==> config.mk <==
export PLATFORM = sky130hd
export DESIGN_NAME = baud_tick_gen
export DESIGN_NICKNAME = d
export VERILOG_FILES = /design/src/rtl/baud_tick_gen.sv
export SDC_FILE = /design/constraint.sdc
export NUM_CORES = 1
export LEC_CHECK = 0
export CAP_MARGIN = 40
export CORE_ASPECT_RATIO = 0.9
export CORE_MARGIN = 2
export CORE_UTILIZATION = 60
export DETAILED_ROUTE_END_ITERATION = 7
export MAX_ROUTING_LAYER = met4
export PLACE_DENSITY = 0.81
export SYNTH_ARGS = -nofsm -noshare
export SYNTH_HDL_FRONTEND = slang
export SYNTH_SLANG_ARGS = --single-unit
==> constraint.sdc <==
create_clock -name CLK -period 3.82 [get_ports CLK]
set_input_delay 0.382 -clock CLK [delete_from_list [all_inputs] [get_ports CLK]]
set_output_delay 0.382 -clock CLK [all_outputs]
set_load 0.01 [all_outputs]
==> src/rtl/baud_tick_gen.sv <==
// Fractional baud tick generator.
//
// Divides CLK down to an oversample tick (ovsTick) whose average period is
// baud_divint + baud_divfrac / 2^FRAC_W clocks. A fractional accumulator
// stretches individual periods by one clock when it overflows. OVS oversample
// ticks make one bit. midTick marks the bit centre and bitTick marks the bit
// boundary.
//
// A new divisor is offered through a valid/ready handshake and held in a
// pending slot. It is applied at once while the generator is disabled.
// While the generator runs, it is applied only on a bit boundary, so a bit
// never mixes two rates.
//
// Ports:
//   CLK          sole clock, rising edge
//   RSTn         synchronous active-low reset
//   enable       1 = generator runs, 0 = counters held idle
//   cfg_valid    new divisor offered
//   cfg_ready    pending slot free (transfer = cfg_valid & cfg_ready)
//   baud_divint  integer clocks per oversample tick (0 behaves as 1)
//   baud_divfrac fractional clocks per oversample tick, in units of 2^-FRAC_W
//   ovsTick      one-clock pulse per oversample period
//   midTick      one-clock pulse at the bit centre
//   bitTick      one-clock pulse at the bit boundary
//   cfg_busy     a captured divisor is waiting to be applied
module baud_tick_gen #(
    parameter int unsigned INT_W  = 16,
    parameter int unsigned FRAC_W = 6,
    parameter int unsigned OVS    = 16
) (
    input  logic              CLK,
    input  logic              RSTn,
    input  logic              enable,
    input  logic              cfg_valid,
    output logic              cfg_ready,
    input  logic [INT_W-1:0]  baud_divint,
    input  logic [FRAC_W-1:0] baud_divfrac,
    output logic              ovsTick,
    output logic              midTick,
    output logic              bitTick,
    output logic              cfg_busy
);

    localparam int unsigned       OVS_W    = (OVS > 1) ? $clog2(OVS) : 1;
    localparam logic [OVS_W-1:0]  OVS_LAST = OVS_W'(OVS - 1);
    localparam logic [OVS_W-1:0]  OVS_MID  = OVS_W'(OVS / 2 - 1);
    localparam logic [OVS_W-1:0]  OVS_ONE  = OVS_W'(1);
    localparam logic [INT_W:0]    CNT_ONE  = {{INT_W{1'b0}}, 1'b1};

    // A zero integer divisor behaves as 1, giving one tick per clock.
    function automatic logic [INT_W:0] eff_div(input logic [INT_W-1:0] div);
        eff_div = (div == '0) ? CNT_ONE : {1'b0, div};
    endfunction

    logic [INT_W:0]    int_count_q, int_count_d;
    logic [INT_W:0]    target_q, target_d;
    logic [FRAC_W-1:0] acc_q, acc_d;
    logic [OVS_W-1:0]  ovs_cnt_q, ovs_cnt_d;
    logic [INT_W-1:0]  act_int_q, act_int_d;
    logic [FRAC_W-1:0] act_frac_q, act_frac_d;
    logic [INT_W-1:0]  pend_int_q, pend_int_d;
    logic [FRAC_W-1:0] pend_frac_q, pend_frac_d;
    logic              pend_q, pend_d;
    logic              ovs_tick_q, ovs_tick_d;
    logic              mid_tick_q, mid_tick_d;
    logic              bit_tick_q, bit_tick_d;

    logic [FRAC_W:0]   sum;
    logic              bit_end;

    always_comb begin
        int_count_d = int_count_q;
        target_d    = target_q;
        acc_d       = acc_q;
        ovs_cnt_d   = ovs_cnt_q;
        act_int_d   = act_int_q;
        act_frac_d  = act_frac_q;
        pend_int_d  = pend_int_q;
        pend_frac_d = pend_frac_q;
        pend_d      = pend_q;
        ovs_tick_d  = 1'b0;
        mid_tick_d  = 1'b0;
        bit_tick_d  = 1'b0;
        sum         = '0;
        bit_end     = 1'b0;

        // Capture and apply never collide: capture needs the slot empty,
        // apply needs it full.
        if (cfg_valid && !pend_q) begin
            pend_int_d  = baud_divint;
            pend_frac_d = baud_divfrac;
            pend_d      = 1'b1;
        end

        if (!enable) begin
            int_count_d = CNT_ONE;
            acc_d       = '0;
            ovs_cnt_d   = '0;
            if (pend_q) begin
                act_int_d  = pend_int_q;
                act_frac_d = pend_frac_q;
                pend_d     = 1'b0;
                target_d   = eff_div(pend_int_q);
            end else begin
                target_d = eff_div(act_int_q);
            end
        end else if (int_count_q >= target_q) begin
            bit_end     = (ovs_cnt_q == OVS_LAST);
            int_count_d = CNT_ONE;
            ovs_tick_d  = 1'b1;
            mid_tick_d  = (ovs_cnt_q == OVS_MID);
            bit_tick_d  = bit_end;
            ovs_cnt_d   = bit_end ? '0 : ovs_cnt_q + OVS_ONE;
            // Accumulator overflow lengthens the next period by one clock.
            sum         = {1'b0, acc_q} + {1'b0, act_frac_q};
            acc_d       = sum[FRAC_W-1:0];
            target_d    = eff_div(act_int_q) + {{INT_W{1'b0}}, sum[FRAC_W]};
            // The new divisor starts with a clean fraction on the bit boundary.
            if (bit_end && pend_q) begin
                act_int_d  = pend_int_q;
                act_frac_d = pend_frac_q;
                pend_d     = 1'b0;
                acc_d      = '0;
                target_d   = eff_div(pend_int_q);
            end
        end else begin
            int_count_d = int_count_q + CNT_ONE;
        end
    end

    always_ff @(posedge CLK) begin
        if (!RSTn) begin
            int_count_q <= CNT_ONE;
            target_q    <= CNT_ONE;
            acc_q       <= '0;
            ovs_cnt_q   <= '0;
            act_int_q   <= {{(INT_W-1){1'b0}}, 1'b1};
            act_frac_q  <= '0;
            pend_int_q  <= '0;
            pend_frac_q <= '0;
            pend_q      <= 1'b0;
            ovs_tick_q  <= 1'b0;
            mid_tick_q  <= 1'b0;
            bit_tick_q  <= 1'b0;
        end else begin
            int_count_q <= int_count_d;
            target_q    <= target_d;
            acc_q       <= acc_d;
            ovs_cnt_q   <= ovs_cnt_d;
            act_int_q   <= act_int_d;
            act_frac_q  <= act_frac_d;
            pend_int_q  <= pend_int_d;
            pend_frac_q <= pend_frac_d;
            pend_q      <= pend_d;
            ovs_tick_q  <= ovs_tick_d;
            mid_tick_q  <= mid_tick_d;
            bit_tick_q  <= bit_tick_d;
        end
    end

    assign cfg_ready = ~pend_q;
    assign cfg_busy  = pend_q;
    assign ovsTick   = ovs_tick_q;
    assign midTick   = mid_tick_q;
    assign bitTick   = bit_tick_q;

endmodule

Word-level counts from Yosys, hierarchy flattened:

Index checks and enable logic that the tools add are counted.

* memories: 0
* output and inout port bits: 5
* bits in registers: 92
* input port bits: 26
* latch bits: 0
* logic and storage cells: 56
* RAM bits: 0
* ROM bits: 0

* add/sub/neg operators: 4
* multiply operators: 0
* equal/unequal tests: 4
* mux-type cells: 22
* order comparisons: 1
* divide/modulo/power cells: 0
* reductions and logical operators: 10
* bitwise logic cells: 3
* shift-type cells: 0

Operator list (number)
* $mux 16: 7
* $mux 17: 3
* $logic_not 16->1: 2
* $mux 6: 5
* $add 16x1->17: 1
* $add 17x1->17 const B: 1
* $ge 17x17->1: 1
* $add 6x6->7: 1
* $mux 1: 6
* $reduce_and 3->1: 2
* $add 4x1->4 const B: 1
* $eq 4x3->1 const B: 1
* $eq 4x4->1 const B: 1
* $mux 4: 1
* $ne 2x1->1 const B: 2
* $not 1->1: 3
* $reduce_or 3->1: 1
* $logic_and 1x1->1: 2
* $reduce_and 2->1: 1
* $reduce_bool 2->1: 1
* $logic_not 1->1: 1

Depth between registers and ports, before layout:

Gate-level depths: netlist of the first run.

* word-level depth: 6
* gate-level depth with buffers: 15
* gate-level depth less buffers: 15

Worst setup path before layout of the first run:

No wires, ideal clock.

* path kind: register to register
* start: register acc_q[0]
* end: register target_q[6]
* stages on the path, launching flop included: 16
* data required time: 3.683 ns
* setup slack: 0.982 ns
* setup time: 0.137 ns
* data arrival time: 2.702 ns
* path buffers: 0
* clock period less this slack: 2.838 ns
* cell sequence: dfxtp_1 -> ha_1 -> fa_1 -> a21o_1 -> a21oi_1 -> nor2b_1 -> o21ai_0 -> nand2b_1 -> ha_1 -> ha_1 -> and3_1 -> nand3_1 -> xor2_1 -> a21oi_1 -> nor3b_1 -> a311oi_1

* cells in the longest elaborated chain, start to end: 5

Ends and longest elaborated chain
* from (decl): RTL line 57 `logic [FRAC_W-1:0] acc_q, acc_d;`
* from (signal assigned): RTL line 135 `acc_q <= '0;`
* from (signal assigned): RTL line 148 `acc_q <= acc_d;`
* $add 6x6->7: RTL line 115 `sum = {1'b0, acc_q} + {1'b0, act_frac_q};`
* $add 16x1->17: RTL line 117 `target_d = eff_div(act_int_q) + {{INT_W{1'b0}}, sum[FRAC_W]};`
* $mux 17: RTL line 119 `if (bit_end && pend_q) begin`
* $mux 17: RTL line 107 `end else if (int_count_q >= target_q) begin`
* $mux 17: RTL line 95 `if (!enable) begin`
* to (signal assigned): RTL line 147 `target_q <= target_d;`
* to (decl): RTL line 56 `logic [INT_W:0] target_q, target_d;`

Every way passes these cells. The select of a mux whose other input is x is not followed.
A chain may end at the register's enable or synchronous reset.

Final worst setup path of the first run:

Ends and elaborated chain as after synthesis.

==> qor.txt, run 1 <==
Outcome: finished, final reports clean
GRT Total Usage: 25.0%
Grt ovf: 0
Rows: 31
Worst hold slack: 454 ps
Die width: 99.9 microns
Share of layout cells above drive strength 1: 6.44%
Final Hold Viols: 0
Most common cell after layout, fill and taps aside: nand2_1
Top post-synthesis cells by area: dfxtp_1 37%, nand2_1 10%, ha_1 6.8%
Port buffer count: 30
DRC: 0
Largest net degree at the start of global routing: 51
Worst skew pair latency: 380 ps
Crit-path slowest cell: fa_1
Post-CTS sizing: 0
Utilization after layout: 68.2%
Area growth, synth to finish: 10.3%
DRT iter0 DRCs: 284
CTS tree: built
Commonest cells after routing, fill and taps aside: 135 x nand2_1, 92 x dfxtp_1, 35 x nor2_1, 29 x clkdlybuf4s50_1, 27 x ha_1
Ys flop type: dfxtp_1
Initial DRT Pass Iterations: 5
Syn Std Cell Area: 0.00496 sq mm
Placer Congestion: 0.904
Crit end category: flip-flop
Data arrival, critical path: 3380 ps
Synth unique cells: 45
CP required: 4070 ps
Max-cap violation count: 0
Detailed placement HPWL: 7.42 mm
Initial core utilization: 61.8%
Power per cell area: 349 mW/mm^2
CP Cell Sequence: ha_1 -> fa_1 -> a21o_1 -> a21oi_1 -> nor2b_1 -> o21ai_0 -> nand2b_1 -> ha_1 -> ha_1 -> and3_1 -> nand3_1 -> xor2_1 -> a21oi_1 -> nor3b_1 -> a311oi_1
DR vias/cell: 5.78
Crit share post-route: 82.2%
Sequential-to-total area share from yosys stat: 37.1%
Post-synth EDFFs: 0
Post-DRT Antenna Nets: 0
Synth warn: 0
Total number of vias: 4159
First-pass GRT wire length: 18.0 mm
Clock-pin slew on the worst setup and hold paths: 100 ps
Yosys top cell area share: 37.1%
Delay-heaviest family, CP: adder cells
Fillcell total: 652
Die Span Y: 90.3 microns
Slew Viols, Final: 0
H-tree level count: 3
FMAX: 319 MHz
Slowest cell delay on critical path: 420 ps
Cts bufs inserted: 9
Drt total wl: 10.3 mm
Mapped Cells: 607
Seq cells post-synth: 92
Pleak: 2.08 nW
Hold-fix buffers, CTS: 0
Worst hold path class: flip-flop to flip-flop
# setup viols final: 0
Core area: 0.00803 sq mm
Syn nets: 661
RSZ-0062 raised after global routing: no
Root buf cell: clkbuf_8
Placed Instances: 704
Clock Skew: 16.1 ps
Die area: 0.00901 sq mm
Most used cell, CP: ha_1
Largest fanout on the critical path: 4
Initial antenna violation count: 0
Async SR Flop Fraction: 0%
Setup TNS Final: 0 ps
Sink Count: 92
Nets@finish: 670
Synth area leader: dfxtp_1
Antenna cells: 0
Clock tree buffer depth: 2
IO Pins: 31
Non-Filler Instances: 720
Setup CP Type: flip-flop to flip-flop
Worst path bufs/invs: 0
Setup repair bufs after CTS: 0
Slew HR: 55.6%
Vias in the first global route: 3895
Syn_area_per_cell: 8.17 sq um
Final Critical Period: 3140 ps
Worst vdd ir: 0.206 mV
Setup crit start kind: flip-flop
Detailed-route wire length per cell: 14.3 microns
Worst Max-Slew Pin Slew: 665 ps
cell type report:
cell class	count	area [sq um]	share of cell area [%]
clock buffer	10	128	2.33
clock inverter	6	73.8	1.35
inverter	22	82.6	1.51
multi-input combinational	452	2840	51.9
sequential	92	1840	33.6
tap	99	124	2.26
timing repair buffer	39	383	6.99
report_power, final:
group          internal (mW)  switching [mW]
clock                  0.309           0.367
sequential             0.989          0.0299
combinational         0.0936           0.122
total                   1.39           0.519
sequential cells by signal (all words and copies together) (netlist names):
name         count
midTick          1
bitTick          1
ovsTick          1
act_frac_q       6
pend_frac_q      6
act_int_q       16
acc_q            6
cfg_busy         1
target_q        17
pend_int_q      16
ovs_cnt_q        4
int_count_q     17
cells by family after synthesis:
family / Yosys count / synth area share [%]
mux: 35 / 7.34
xor+xnor: 32 / 5.65
simple gates: 244 / 21.7
compound gates: 113 / 15.4
flops: 92 / 37.1
fa+ha+maj: 28 / 7.21
buf+inv: 63 / 5.60
final timing paths:
kind / startpoint / end / slack, ps / cells after the start
worst max register to register: acc_q[0]$_SDFFE_PN0P_ / target_q[6]$_SDFFE_PN0P_ / 680 / 15
worst min register to register: int_count_q[0]$_SDFF_PP1_ / int_count_q[0]$_SDFF_PP1_ / 450 / 1
worst min-delay path: int_count_q[0]$_SDFF_PP1_ / int_count_q[0]$_SDFF_PP1_ / 450 / 1
worst max-delay path: acc_q[0]$_SDFFE_PN0P_ / target_q[6]$_SDFFE_PN0P_ / 680 / 15
metal layers:
metal  track usage (%)  up-vias  wire [microns]
met3              4.10       13             477
met4              6.16        0             102
li1                  -     2122               -
met1              32.6     1921            4870
met2              40.8      103            4880
met5                 -        -               0
per-stage QoR:
step                      total power [mW]  setup WS (ps)  cell area, sq um
final                                 1.91            682              5470
after global routing                  1.99            329              5470
after CTS                             1.92            705              5470
after detailed placement              1.26            731              5270
after global placement                1.25            829              5250
after floorplan                       1.19            982              4960
cells in the mapped netlist (all sizes together), types with 4 or more instances:
cell / count
nand2: 135
buf: 14
clkbuf: 27
nand3: 24
nor2b: 6
a311oi: 4
o21ai: 21
a21boi: 23
nor3: 8
a31oi: 11
mux2i: 24
nor2: 35
ha: 27
a21oi: 24
nor4: 12
and3: 9
xor2: 13
o211ai: 9
nand4: 6
dfxtp: 92
xnor2: 19
inv: 22
mux2: 11
worst register-to-register path, stage by stage (launching register included):
cell and delay [ps]:
dfxtp_1 330, ha_1 230, fa_1 420, a21o_1 200, a21oi_1 220, nor2b_1 70, o21ai_0 170, nand2b_1 80
ha_1 210, ha_1 230, and3_1 230, nand3_1 100, xor2_1 150, a21oi_1 80, nor3b_1 220, a311oi_1 70
Power figures use the tool's default switching activity.
==> run 2, diff against run 1 <==
--- a/config.mk
+++ b/config.mk
@@ -8,10 +8,10 @@
 export CAP_MARGIN = 40
 export CORE_ASPECT_RATIO = 0.9
 export CORE_MARGIN = 2
-export CORE_UTILIZATION = 60
+export CORE_UTILIZATION = 54
 export DETAILED_ROUTE_END_ITERATION = 7
 export MAX_ROUTING_LAYER = met4
-export PLACE_DENSITY = 0.81
+export PLACE_DENSITY = 0.77
 export SYNTH_ARGS = -nofsm -noshare
 export SYNTH_HDL_FRONTEND = slang
 export SYNTH_SLANG_ARGS = --single-unit
==> constraint.sdc (replaced) <==
create_clock -name CLK -period 2.7 [get_ports CLK]
set_input_delay 0.27 -clock CLK [delete_from_list [all_inputs] [get_ports CLK]]
set_output_delay 0.27 -clock CLK [all_outputs]
set_load 0.01 [all_outputs]
==> run 2 against run 1 <==
Compared with the run above:
- maximum frequency is 18% higher
- design area is 4.9% higher
- global-route usage is 1.8 points lower
- sequential power is 42% higher
- largest power group unchanged
- power is 40% higher
- hold slack worse by 2.6 ps
- critical endpoint is now target_q[4]$_SDFFE_PN0P_
==> qor.txt, run 2 (synthesis results as in run 1) <==
CTS tree: built
Most common cell after layout, fill and taps aside: nand2_1
Clock Skew: 17.5 ps
Slew Viols, Final: 0
Die Span Y: 94.9 microns
Area growth, synth to finish: 15.7%
Root buf cell: clkbuf_8
Max-cap violation count: 0
Slew HR: 54.4%
Antenna cells: 0
H-tree level count: 3
Commonest cells after routing, fill and taps aside: 133 x nand2_1, 90 x dfxtp_1, 34 x nor2_1, 29 x clkdlybuf4s50_1, 26 x buf_4
Crit end category: flip-flop
Die width: 105 microns
Initial antenna violation count: 0
# setup viols final: 0
FMAX: 375 MHz
Post-layout instance area: 0.00574 sq mm
Port buffer count: 30
Cts bufs inserted: 9
Rows: 33
Power per cell area: 465 mW/mm^2
Detailed placement HPWL: 7.55 mm
Post-DRT Antenna Nets: 0
Sink Count: 92
Core area: 0.00900 sq mm
Final Critical Period: 2670 ps
Worst hold slack: 451 ps
Setup CP Type: flip-flop to flip-flop
R2r setup slk: 30 ps
RSZ-0062 raised after global routing: yes
IO Pins: 31
Utilization after layout: 63.8%
Total number of vias: 4210
Nets@finish: 690
GRT Total Usage: 23.2%
Placed cell areas: 0.00538 sq mm
Hold-fix buffers, CTS: 0
Initial core utilization: 55.1%
CP required: 2940 ps
Worst vdd ir: 0.292 mV
Pleak: 2.19 nW
Largest regs: int_count_q: 17 flops, target_q: 17 flops
Final WS setup: 30.7 ps
Die area: 0.00997 sq mm
DRC: 0
Data arrival, critical path: 2910 ps
Drt total wl: 10.9 mm
Clock-pin slew on the worst setup and hold paths: 100 ps
DR vias/cell: 5.52
Clock tree buffer depth: 2
Share of layout cells above drive strength 1: 12.0%
Crit share post-route: 98.9%
Vias in the first global route: 3855
Largest net degree at the start of global routing: 46
Worst Max-Slew Pin Slew: 683 ps
Grt ovf: 0
Outcome: finished, final reports clean
Setup WS pre-CTS: -140 ps
Worst hold path class: flip-flop to flip-flop
DRT iter0 DRCs: 296
Worst skew pair latency: 370 ps
Placer Congestion: 0.903
Setup TNS Final: 0 ps
First-pass GRT wire length: 18.1 mm
Setup crit start kind: flip-flop
Final Hold Viols: 0
Detailed-route wire length per cell: 14.3 microns
Initial DRT Pass Iterations: 4
Largest fanout on the critical path: 3
==> run 2: cell count changes in the layout (fill, tap and decap cells not counted), moves of 2 or more <==
cell / delta
nor3b_1: -2
dfxtp_1: -2
nand2_1: -2
ha_4: +2
nand3_2: +3
nand3_1: -3
dfxtp_2: +2
nor3b_2: +2
ha_1: -3
buf_6: +2
buf_4: +18
==> run 2: metal layers <==
| layer | global-route usage [%] | vias up | part of all wire [%] |
|---|---|---|---|
| met3 | 6.28 | 13 | 5.9 |
| met5 | - | - | 0 |
| met1 | 29.4 | 1934 | 47 |
| met2 | 37.0 | 108 | 46 |
| met4 | 5.89 | 0 | 1.3 |
| li1 | - | 2155 | - |
==> run 2: per-stage QoR <==
stage                     instances  total power, mW
after global placement          734             1.77
after detailed placement        735             1.78
after floorplan                 607             1.68
after CTS                       761             2.69
after global routing            762             2.79
final                           762             2.67
==> run 2: critical path: stages, from the launching register on <==
cell and delay, ps:
dfxtp_2 350, ha_4 160, fa_2 330, a21o_1 200, a21oi_2 140, nor2b_1 60
o21ai_1 120, nand2b_1 70, ha_2 210, ha_4 160, and3_4 190, buf_6 110
nor3_2 90, a31oi_1 60, a21boi_1 170, o32ai_1 90
==> run 2: worst paths after layout <==
kind                                    start                    endpoint  cells after the start
setup / recovery        acc_q[0]$_SDFFE_PN0P_    target_q[4]$_SDFFE_PN0P_                     15
hold / removal    pend_frac_q[0]$_SDFFE_PN0P_  act_frac_q[0]$_SDFFE_PN0P_                      2
setup reg to reg        acc_q[0]$_SDFFE_PN0P_    target_q[4]$_SDFFE_PN0P_                     15
hold reg to reg   pend_frac_q[0]$_SDFFE_PN0P_  act_frac_q[0]$_SDFFE_PN0P_                      2
==> run 2: what timing repair did <==
item | 4_1_cts | 5_1_grt
endpoints found under the setup margin | 11 | 30
buffers inserted | 11 | 2
pin swaps | 8 | 17
gates resized for setup | 10 | 11
==> run 2: cell type report <==
| type | instances | area (sq um) |
|---|---|---|
| Clock buffer | 10 | 128 |
| Clock inverter | 5 | 62.6 |
| Fill cell | 808 | 3260 |
| Inverter | 22 | 82.6 |
| Multi-Input combinational cell | 452 | 2930 |
| Sequential cell | 92 | 1840 |
| Tap cell | 122 | 153 |
| Timing Repair Buffer | 59 | 541 |
==> run 2: power breakdown <==
group,switching (mW),internal [mW],leakage [nW]
combinational,0.173,0.136,1.35
sequential,0.0470,1.40,0.749
clock,0.487,0.428,0.0890
total,0.707,1.96,2.19
==> run 3, diff against run 2 <==
--- a/config.mk
+++ b/config.mk
@@ -12,6 +12,7 @@
 export DETAILED_ROUTE_END_ITERATION = 7
 export MAX_ROUTING_LAYER = met4
 export PLACE_DENSITY = 0.77
+export SETUP_SLACK_MARGIN = 0.3
 export SYNTH_ARGS = -nofsm -noshare
 export SYNTH_HDL_FRONTEND = slang
 export SYNTH_SLANG_ARGS = --single-unit
==> run 3 against run 2 <==
Compared with the run above:
- the flow now finishes with violations (setup timing)
- hold slack worse by 35 ps
- register-to-register slack worse by 110 ps
- cell count decreased by 0.92%
- sequential cell count is the same
- setup slack got worse by 110 ps
- via count up 1.7%
- clock power increased by 17%
==> qor.txt, run 3 (synthesis results as in run 1) <==
Final Critical Period: 2780 ps
Worst vdd ir: 0.388 mV
Int Pwr: 2.10 mW
Switching share of power: 26.2%
Outcome: finished, violations left
Initial DRT Pass Iterations: 5
Pleak: 2.18 nW
Most common cell after layout, fill and taps aside: nand2_1
CTS tree: built
GRT Total Usage: 23.2%
DR vias/cell: 5.67
Worst path bufs/invs: 1
Slew Viols, Final: 0
Final WS setup: -76.1 ps
DRT iter0 DRCs: 340
Setup crit start kind: flip-flop
Flop pwr share: 50.8%
H-tree level count: 3
Largest fanout on the critical path: 6
Delay-heaviest family, CP: compound AO/OA/AOI/OAI gates
FMAX: 360 MHz
Core area: 0.00900 sq mm
First-pass GRT wire length: 18.0 mm
Nets@finish: 682
Largest net degree at the start of global routing: 51
Initial antenna violation count: 0
IO Pins: 31
# setup viols final: 10
Clock Skew: 15.0 ps
Crit-path slowest cell: dfxtp_2
Fillcell total: 771
Vias in the first global route: 3838
Data arrival, critical path: 3080 ps
Detailed placement HPWL: 7.53 mm
Sink Count: 92
Most used cell, CP: ha_4
Grt ovf: 0
Setup CP Type: flip-flop to flip-flop
Crit end category: flip-flop
Slowest cell delay on critical path: 350 ps
Die Span Y: 94.9 microns
Setup TNS Final: -362 ps
Port buffer count: 30
Clock tree buffer depth: 2
Placed cell areas: 0.00540 sq mm
Worst skew pair latency: 380 ps
Worst hold path class: input pin to flip-flop
Combinational Power Share: 11.5%
Initial core utilization: 55.1%
Clk network pwr share: 37.6%
Drt total wl: 11.1 mm
Root buf cell: clkbuf_8
Worst hold slack: 416 ps
Final Hold Viols: 0
Die area: 0.00997 sq mm
Total number of vias: 4283
Post-layout instance area: 0.00581 sq mm
Share of layout cells above drive strength 1: 12.6%
Slew HR: 51.8%
Setup WS pre-CTS: 32.6 ps
CP Cell Sequence: ha_4 -> fa_2 -> a21o_1 -> a21oi_2 -> nor2b_1 -> o21ai_1 -> nand2b_1 -> ha_4 -> buf_4 -> nand3_4 -> nor3_1 -> nand2_1 -> xor2_1 -> a211o_1 -> a31oi_1
Clock-pin slew on the worst setup and hold paths: 100 ps
Cts bufs inserted: 9
Worst Max-Slew Pin Slew: 721 ps
DRC: 0
Commonest cells after routing, fill and taps aside: 132 x nand2_1, 89 x dfxtp_1, 32 x nor2_1, 29 x clkdlybuf4s50_1
Largest regs: int_count_q: 17 flops, target_q: 17 flops
Area growth, synth to finish: 17.2%
Post-DRT Antenna Nets: 0
Max-cap violation count: 0
Crit share post-route: 103%
Placer Congestion: 0.861
Total power draw: 2.84 mW
Failing checks: setup timing
Switching Power: 743 uW
RSZ-0062 raised after global routing: yes
Rows: 33
Antenna cells: 0
Power per cell area: 489 mW/mm^2
Die width: 105 microns
Detailed-route wire length per cell: 14.6 microns
CP required: 3000 ps
-- run 3: cell types whose count changed in the layout (fill, tap and decap cells not counted), moves of 3 or more --
cell / before / now
nor4_1: 11 / 8
buf_12: 0 / 3
buf_4: 26 / 17
nor4_2: 1 / 4
-- run 3: power by group through the flow --
| stage | combinational (mW) | clock [mW] | sequential [mW] |
|---|---|---|---|
| finish | 0.328 | 1.07 | 1.44 |
| global route | 0.365 | 1.13 | 1.45 |
| CTS | 0.322 | 1.09 | 1.44 |
| detailed placement | 0.316 | 0 | 1.47 |
| global placement | 0.304 | 0 | 1.47 |
| floorplan | 0.219 | 0 | 1.46 |
-- run 3: path summary, 6_finish.rpt --
kind,slack [ps],endpoint,cells after the start,start
max,-80,target_q[15]$_SDFFE_PN0P_,15,act_frac_q[0]$_SDFFE_PN0P_
min reg2reg,460,act_frac_q[5]$_SDFFE_PN0P_,2,pend_frac_q[5]$_SDFFE_PN0P_
max reg2reg,-80,target_q[15]$_SDFFE_PN0P_,15,act_frac_q[0]$_SDFFE_PN0P_
min,420,act_frac_q[0]$_SDFFE_PN0P_,3,RSTn
-- run 3: layout make-up --
type / instances / area [sq um] / area share (%)
flip-flops and latches: 92 / 1850 / 31.7
repair buffers: 51 / 494 / 8.50
well taps: 122 / 153 / 2.63
inverters: 22 / 82.6 / 1.42
clock inverters: 6 / 95.1 / 1.64
multi-input cells: 452 / 3010 / 51.7
clock buffers: 10 / 138 / 2.37
-- run 3: through the flow --
step	utilization, %	instances
floorplan	-	607
global placement	59.7	730
detailed placement	59.9	731
CTS	63.1	748
global route	64.6	755
finish	64.6	755
-- run 3: worst reg2reg max path: cells and delay by family, from the launching register on --
kind                       cells  cell delay (ps)
AOI/OAI and AO/OA              5              980
adders and majority gates      3              690
and+or+nand+nor                5              500
DFF                            1              350
buffers and inverters          1              140
xor gates and xnor gates       1               70
-- run 3: routing by layer --
layer | global-route usage, % | up-vias | wire length (microns)
met3 | 4.55 | 13 | 535
li1 | - | 2133 | -
met4 | 6.89 | 0 | 160
met1 | 29.9 | 2008 | 5230
met2 | 37.1 | 129 | 5130
met5 | - | - | 0
-- run 3: timing repair --
item | in CTS | in global routing
hold buffers | 0 | 0
pin swaps | 18 | 24
endpoints found under the setup margin | 32 | 32
gates resized for setup | 10 | 18
buffers inserted | 1 | 7
